[config.mk]
export PLATFORM = sky130hd
export DESIGN_NAME = fifo_thresh
export DESIGN_NICKNAME = d
export VERILOG_FILES = /design/src/rtl/fifo_pkg.sv /design/src/rtl/fifo_mem.sv /design/src/rtl/fifo_thresh.sv
export SDC_FILE = /design/constraint.sdc
export NUM_CORES = 1
export LEC_CHECK = 0
export CAP_MARGIN = 10
export CORE_MARGIN = 3
export CORE_UTILIZATION = 55
export CTS_CLUSTER_DIAMETER = 200
export DETAILED_ROUTE_END_ITERATION = 8
export PLACE_DENSITY = 0.78
export REMOVE_ABC_BUFFERS = 1
export SLEW_MARGIN = 20
export SYNTH_ARGS = -nofsm -noshare
export SYNTH_HDL_FRONTEND = slang
export SYNTH_SLANG_ARGS = --single-unit
[constraint.sdc]
create_clock -name clk -period 2.6 [get_ports clk]
set_clock_uncertainty 0.15 [all_clocks]
set_input_delay 0.39 -clock clk [delete_from_list [all_inputs] [get_ports clk]]
set_output_delay 0.39 -clock clk [all_outputs]
set_load 0.02 [all_outputs]
[src/rtl/fifo_pkg.sv]
// fifo_pkg: shared constants and types for the lane FIFO and its flow-control
// controller.
//
// Contents:
//   DEF_DATA_W  default data word width (6)
//   DEF_DEPTH   default number of entries (8, power of two, at most 8)
//   DEF_PTR_W   default pointer width, log2(DEF_DEPTH) (3)
//   LIMIT_W     width of the almost-empty/almost-full thresholds (3); the
//               controller sizes its latched limits with the same constant
//   data_t      one data word at the default width
//   count_t     occupancy at the default depth, 0..DEF_DEPTH (DEF_PTR_W+1 bits)

package fifo_pkg;

    localparam int unsigned DEF_DATA_W = 6;
    localparam int unsigned DEF_DEPTH  = 8;
    localparam int unsigned DEF_PTR_W  = 3;
    localparam int unsigned LIMIT_W    = 3;

    typedef logic [DEF_DATA_W-1:0] data_t;
    typedef logic [DEF_PTR_W:0]    count_t;

endpackage

[src/rtl/fifo_mem.sv]
// fifo_mem: DEPTH x DATA_W register file used as FIFO storage.
//
// The write port is synchronous. The read port is registered: when rd_en is
// high the word at rd_addr appears on rd_data after the next rising edge,
// otherwise rd_data holds its value. Only the read register is reset; the
// array contents survive reset.
//
// Ports:
//   clk      in   clock, rising edge
//   reset    in   synchronous active-low reset (clears rd_data only)
//   wr_en    in   write strobe
//   wr_addr  in   PTR_W  write address
//   wr_data  in   DATA_W write data
//   rd_en    in   read strobe
//   rd_addr  in   PTR_W  read address
//   rd_data  out  DATA_W registered read data

module fifo_mem
    import fifo_pkg::*;
#(
    parameter int unsigned DATA_W = DEF_DATA_W,
    parameter int unsigned DEPTH  = DEF_DEPTH,
    parameter int unsigned PTR_W  = DEF_PTR_W
) (
    input  logic              clk,
    input  logic              reset,
    input  logic              wr_en,
    input  logic [PTR_W-1:0]  wr_addr,
    input  logic [DATA_W-1:0] wr_data,
    input  logic              rd_en,
    input  logic [PTR_W-1:0]  rd_addr,
    output logic [DATA_W-1:0] rd_data
);

    logic [DATA_W-1:0] mem_q [DEPTH];
    logic [DATA_W-1:0] rd_data_q;
    logic [DATA_W-1:0] rd_data_d;

    // Storage is deliberately left out of reset.
    always_ff @(posedge clk) begin
        if (wr_en) begin
            mem_q[wr_addr] <= wr_data;
        end
    end

    // A read of the slot being written in the same cycle returns the old word,
    // which is what the full-FIFO simultaneous push/pop case relies on.
    always_comb begin
        rd_data_d = rd_data_q;
        if (rd_en) begin
            rd_data_d = mem_q[rd_addr];
        end
    end

    always_ff @(posedge clk) begin
        if (!reset) begin
            rd_data_q <= '0;
        end else begin
            rd_data_q <= rd_data_d;
        end
    end

    assign rd_data = rd_data_q;

endmodule

[src/rtl/fifo_thresh.sv]
// fifo_thresh: single-clock lane FIFO with programmable almost-empty and
// almost-full thresholds, placed downstream of the flow-control controller.
//
// Build option: define FIFO_ERR_STICKY_EN to make overflow/underflow sticky
// until the next reset cycle; otherwise each is a one-cycle pulse per
// rejected request.
//
// Ports:
//   clk           in   clock, rising edge
//   reset         in   synchronous active-low reset (controller's reset_out)
//   push          in   write request
//   data_in       in   DATA_W write data
//   pop           in   read request
//   limit_low     in   LIMIT_W almost-empty threshold
//   limit_high    in   LIMIT_W almost-full threshold (0 disables the flag)
//   data_out      out  DATA_W registered read data
//   valid_out     out  data_out holds a word popped in the previous cycle
//   empty         out  occupancy == 0
//   full          out  occupancy == DEPTH
//   almost_empty  out  occupancy <= limit_low
//   almost_full   out  limit_high != 0 and occupancy >= limit_high
//   overflow      out  a push was rejected
//   underflow     out  a pop was rejected

module fifo_thresh
    import fifo_pkg::*;
#(
    parameter int unsigned DATA_W = DEF_DATA_W,
    parameter int unsigned DEPTH  = DEF_DEPTH,
    parameter int unsigned PTR_W  = DEF_PTR_W
) (
    input  logic               clk,
    input  logic               reset,
    input  logic               push,
    input  logic [DATA_W-1:0]  data_in,
    input  logic               pop,
    input  logic [LIMIT_W-1:0] limit_low,
    input  logic [LIMIT_W-1:0] limit_high,
    output logic [DATA_W-1:0]  data_out,
    output logic               valid_out,
    output logic               empty,
    output logic               full,
    output logic               almost_empty,
    output logic               almost_full,
    output logic               overflow,
    output logic               underflow
);

    localparam int unsigned CNT_W = PTR_W + 1;

    logic [PTR_W-1:0] wr_ptr_q, wr_ptr_d;
    logic [PTR_W-1:0] rd_ptr_q, rd_ptr_d;
    logic [CNT_W-1:0] count_q, count_d;
    logic             valid_q, valid_d;
    logic             overflow_q, overflow_d;
    logic             underflow_q, underflow_d;

    logic             wr_ok;
    logic             rd_ok;
    logic             overflow_evt;
    logic             underflow_evt;

    // ------------------------------------------------------------------
    // Occupancy status, purely from the registered count
    // ------------------------------------------------------------------
    assign empty        = (count_q == '0);
    assign full         = (count_q == CNT_W'(DEPTH));
    assign almost_empty = (count_q <= CNT_W'(limit_low));
    assign almost_full  = (limit_high != '0) && (count_q >= CNT_W'(limit_high));

    // ------------------------------------------------------------------
    // Request acceptance
    // ------------------------------------------------------------------
    // A pop while full frees a slot in the same cycle, so the paired push is
    // still accepted. There is no fall-through: a push into an empty FIFO
    // cannot satisfy a pop in the same cycle.
    assign rd_ok         = pop && !empty;
    assign wr_ok         = push && (!full || rd_ok);
    assign overflow_evt  = push && full && !pop;
    assign underflow_evt = pop && empty;

    // ------------------------------------------------------------------
    // Next-state logic
    // ------------------------------------------------------------------
    always_comb begin
        wr_ptr_d = wr_ptr_q;
        rd_ptr_d = rd_ptr_q;
        count_d  = count_q;

        // Pointers are PTR_W bits wide and wrap naturally at DEPTH.
        if (wr_ok) begin
            wr_ptr_d = wr_ptr_q + PTR_W'(1);
        end
        if (rd_ok) begin
            rd_ptr_d = rd_ptr_q + PTR_W'(1);
        end

        unique case ({wr_ok, rd_ok})
            2'b10:   count_d = count_q + CNT_W'(1);
            2'b01:   count_d = count_q - CNT_W'(1);
            default: count_d = count_q;
        endcase

        valid_d = rd_ok;
    end

    always_comb begin
`ifdef FIFO_ERR_STICKY_EN
        overflow_d  = overflow_q  || overflow_evt;
        underflow_d = underflow_q || underflow_evt;
`else
        overflow_d  = overflow_evt;
        underflow_d = underflow_evt;
`endif
    end

    // ------------------------------------------------------------------
    // State registers
    // ------------------------------------------------------------------
    always_ff @(posedge clk) begin
        if (!reset) begin
            wr_ptr_q    <= '0;
            rd_ptr_q    <= '0;
            count_q     <= '0;
            valid_q     <= 1'b0;
            overflow_q  <= 1'b0;
            underflow_q <= 1'b0;
        end else begin
            wr_ptr_q    <= wr_ptr_d;
            rd_ptr_q    <= rd_ptr_d;
            count_q     <= count_d;
            valid_q     <= valid_d;
            overflow_q  <= overflow_d;
            underflow_q <= underflow_d;
        end
    end

    assign valid_out = valid_q;
    assign overflow  = overflow_q;
    assign underflow = underflow_q;

    // ------------------------------------------------------------------
    // Storage
    // ------------------------------------------------------------------
    // Writes are blocked during reset so a push in a reset cycle leaves no
    // trace; the read register is cleared by reset inside fifo_mem.
    fifo_mem #(
        .DATA_W (DATA_W),
        .DEPTH  (DEPTH),
        .PTR_W  (PTR_W)
    ) u_mem (
        .clk     (clk),
        .reset   (reset),
        .wr_en   (wr_ok && reset),
        .wr_addr (wr_ptr_q),
        .wr_data (data_in),
        .rd_en   (rd_ok),
        .rd_addr (rd_ptr_q),
        .rd_data (data_out)
    );

endmodule

==> impl_metrics.yaml <==
run_status:
  status: "finished clean"
final_layout:
  layout.cells.non_filler: 318
  layout_common_cells: "edfxtp_1 (48), clkdlybuf4s50_1 (25), nor2_1 (20)"
  fin_area_um2: 3461
  final_common_cell: "edfxtp_1"
  final_nets: 271
  seq_area_um2: 1822
  multi_input_area_um2: 949.7
  n_antenna_cell: 0
  num-fill-cells: 349
  layout-drive-gt1-share: 0.1793
  area_growth_pct: 21.00
power:
  ir_drop_uv: 407.1
  p_int_uw: 1916
  p_switching_uw: 735.4
  static-leakage-power_uw: 0.001242
  swShare: 0.2773
  powerDensity_nw_per_um2: 766.2
  combPwrFrac: 0.213
  p_clk_frac: 0.319
  pwr-share-seq: 0.468
critical_path:
  path_cells: "clkdlybuf4s50_1 -> inv_1 -> ha_1 -> a21boi_0 -> o21ai_0 -> a21oi_1 -> dlygate4sd2_1"
  worst-path-buf-inv: 3
  crit_slowest_cell: "clkdlybuf4s50_1"
  crit_family: "buffers and inverters"
  critical_path_class: "in2out"
  end_kind: "output pin"
  arrival_ns: 1.90
  path_max_fanout: 2
  required_ns: 2.06
  cp_slowest_stage_delay_ns: 0.49
  start_kind: "input port"
floorplanning:
  dieWidth_um: 78.12
  initial_core_util: 0.5862
  die-area_um2: 6102
  die_h_um: 78.12
  row_count: 25
  ios: 29
  coreArea_um2: 4880
timing:
  fmax_mhz: 410.1
  rsz0062_at_grt: "no"
  relSlewSlack: 0.2941
  finalHoldViolCount: 0
  worst_pin_slew_ns: 1.051
  slew_violations: 0
  hold_slack_ns: 0.3721
  tns_ns: 0
  finalSetupViolations: 0
  fin_crit_sh: 0.9379
  period_minus_slack_ns: 2.439
  worst_slack_ns: 0.1614
logic_synthesis:
  synth_area_um2: 2860
  netlist-cell-type-count: 42
  avgSynthCellArea_um2: 14.09
  ys_ff_latch: 67
  yosysSeqAreaShare: 0.6369
  syn_inst: 203
  yosysWarnings: 0
worst_hold_path:
  min_path_type: "reg2reg"
routing:
  vias_per_cell: 5.730
  vias: 1822
  drc: 0
  dr.pass1.iters: 4
  ant_nets: 0
  wire_per_inst_um: 17.64
  initialDrtViolationCount: 163
  totalWireLength_um: 5608
run:
  max-cap-violations: 0
global_route:
  grt_pass1_vias: 1848
  grt_start_max_net_pins: 15
  grt_overflow_total: 0
  grt_pass1_wl_um: 9128
  antenna_found_initial: 0
  grt_util_all_layers: 0.2050
clock_tree:
  cts_made_buffers: 9
  clk_pin_slew_ns: 0.08
  cts_tree: "built"
  worstSkewPairLatency_ns: 0.34
  cts_max_level: 3
  cts.sinks: 67
  cts_hold_buf: 0
  clockRootBuffer: "clkbuf_8"
  cts_buffer_depth: 2
placed_design:
  numPortBuffers: 28
  gp_congestion: 0.8347
  hpwl_um: 3807
  place_area_um2: 3269
  dp.cells: 302
  dpl_worst_slack_ns: -0.2587
[cells in the mapped netlist]
master	count	area, um^2
edfxtp_1	48	1441
nor2_1	20	75.07
dfxtp_1	19	380.4
mux4_2	12	270.3
nand2_1	10	37.54
o21ai_0	10	50.05
ha_1	9	112.6
inv_1	8	30.03
nand2b_1	6	37.54
nor3_1	6	30.03
o22ai_1	6	37.54
a21oi_1	4	20.02
clkbuf_1	4	15.01
mux2i_1	4	40.04
buf_2	3	15.01
xor2_1	3	26.28
buf_6	2	22.52
nand3_1	2	10.01
nor3b_1	2	15.01
o21ai_1	2	10.01
or3_1	2	12.51
a211oi_1	1	7.510
a21boi_0	1	7.510
a311oi_1	1	8.760
a31oi_1	1	6.260
and2_1	1	6.260
and3_1	1	6.260
buf_4	1	7.510
clkinv_1	1	3.750
nand4_1	1	6.260
nor2b_1	1	6.260
nor4_1	1	6.260
o2111ai_1	1	8.760
o211ai_2	1	12.51
o21a_1	1	7.510
o21ai_4	1	16.27
o21bai_1	1	7.510
o311ai_0	1	8.760
o31ai_1	1	7.510
o41a_1	1	11.26
or4b_1	1	10.01
xnor2_1	1	8.760
[cell families (layout without fill, tap and decap cells)]
logic type / Yosys count / in the layout / share of synthesized area
fa+ha+maj: 9 / 9 / 0.03937
buf+inv: 19 / 67 / 0.03280
xor+xnor: 4 / 4 / 0.01225
compound gates: 34 / 34 / 0.07963
mux: 16 / 16 / 0.1085
simple gates: 54 / 54 / 0.09056
flops: 67 / 67 / 0.6369
[flip-flops by register name (all words and copies together), names as in the netlist]
| name | flops |
|---|---|
| valid_out | 1 |
| overflow | 1 |
| u_mem.rd_data | 6 |
| u_mem.mem_q | 48 |
| rd_ptr_q | 3 |
| underflow | 1 |
| wr_ptr_q | 3 |
| count_q | 4 |
[worst reg2reg max path, stage by stage (launching register included)]
cell and delay, ns:
dfxtp_1 0.41, or4b_1 0.19, buf_4 0.17, o21ai_1 0.09
nor3_1 0.81
[per-layer routing]
metal,vias to the layer above,share of wire,global-route usage,wire [um]
met5,-,0,0,0
li1,854,-,-,-
met4,0,0.016,0.1066,89
met1,876,0.41,0.2518,2296
met3,7,0.087,0.05849,487
met2,85,0.49,0.3313,2733
[power groups by stage]
stage                     clock (uW)  sequential, uW  combinational (uW)
after floorplan                    0            1330                 272
after global placement             0            1260                 553
after detailed placement           0            1270                 572
after CTS                        861            1240                 568
after global routing             909            1250                 616
final                            846            1240                 564
[layout make-up]
class,count,share of cell area
inverter,9,0.009761
clock buffer,10,0.03688
multi-input combinational,117,0.2744
timing repair buffer,42,0.1092
tap,67,0.02422
sequential,67,0.5264
clock inverter,6,0.01916
[final timing paths]
| check | start | end | slack, ns | cells past startpoint |
|---|---|---|---|---|
| min | u_mem.rd_data[3]$_SDFFE_PN0N_ | u_mem.rd_data[3]$_SDFFE_PN0N_ | 0.37 | 2 |
| min reg2reg | u_mem.rd_data[3]$_SDFFE_PN0N_ | u_mem.rd_data[3]$_SDFFE_PN0N_ | 0.37 | 2 |
| max reg2reg | count_q[2]$_SDFFE_PN0P_ | u_mem.mem_q[0][3]$_DFFE_PP_ | 0.40 | 4 |
| max | limit_high[1] | almost_full | 0.16 | 7 |
[metrics by stage]
| step | power [uW] | util |
|---|---|---|
| after CTS | 2672 | 0.7090 |
| after detailed placement | 1838 | 0.6700 |
| after global placement | 1816 | 0.6700 |
| after floorplan | 1597 | - |
| final | 2652 | 0.7092 |
| after global routing | 2774 | 0.7092 |
[timing repair]
item / CTS / global route
endpoints found under the setup margin: 3 / 1
resized for setup: 3 / 2
setup buffers: 0 / 0
(Power assumes the default switching activity.)
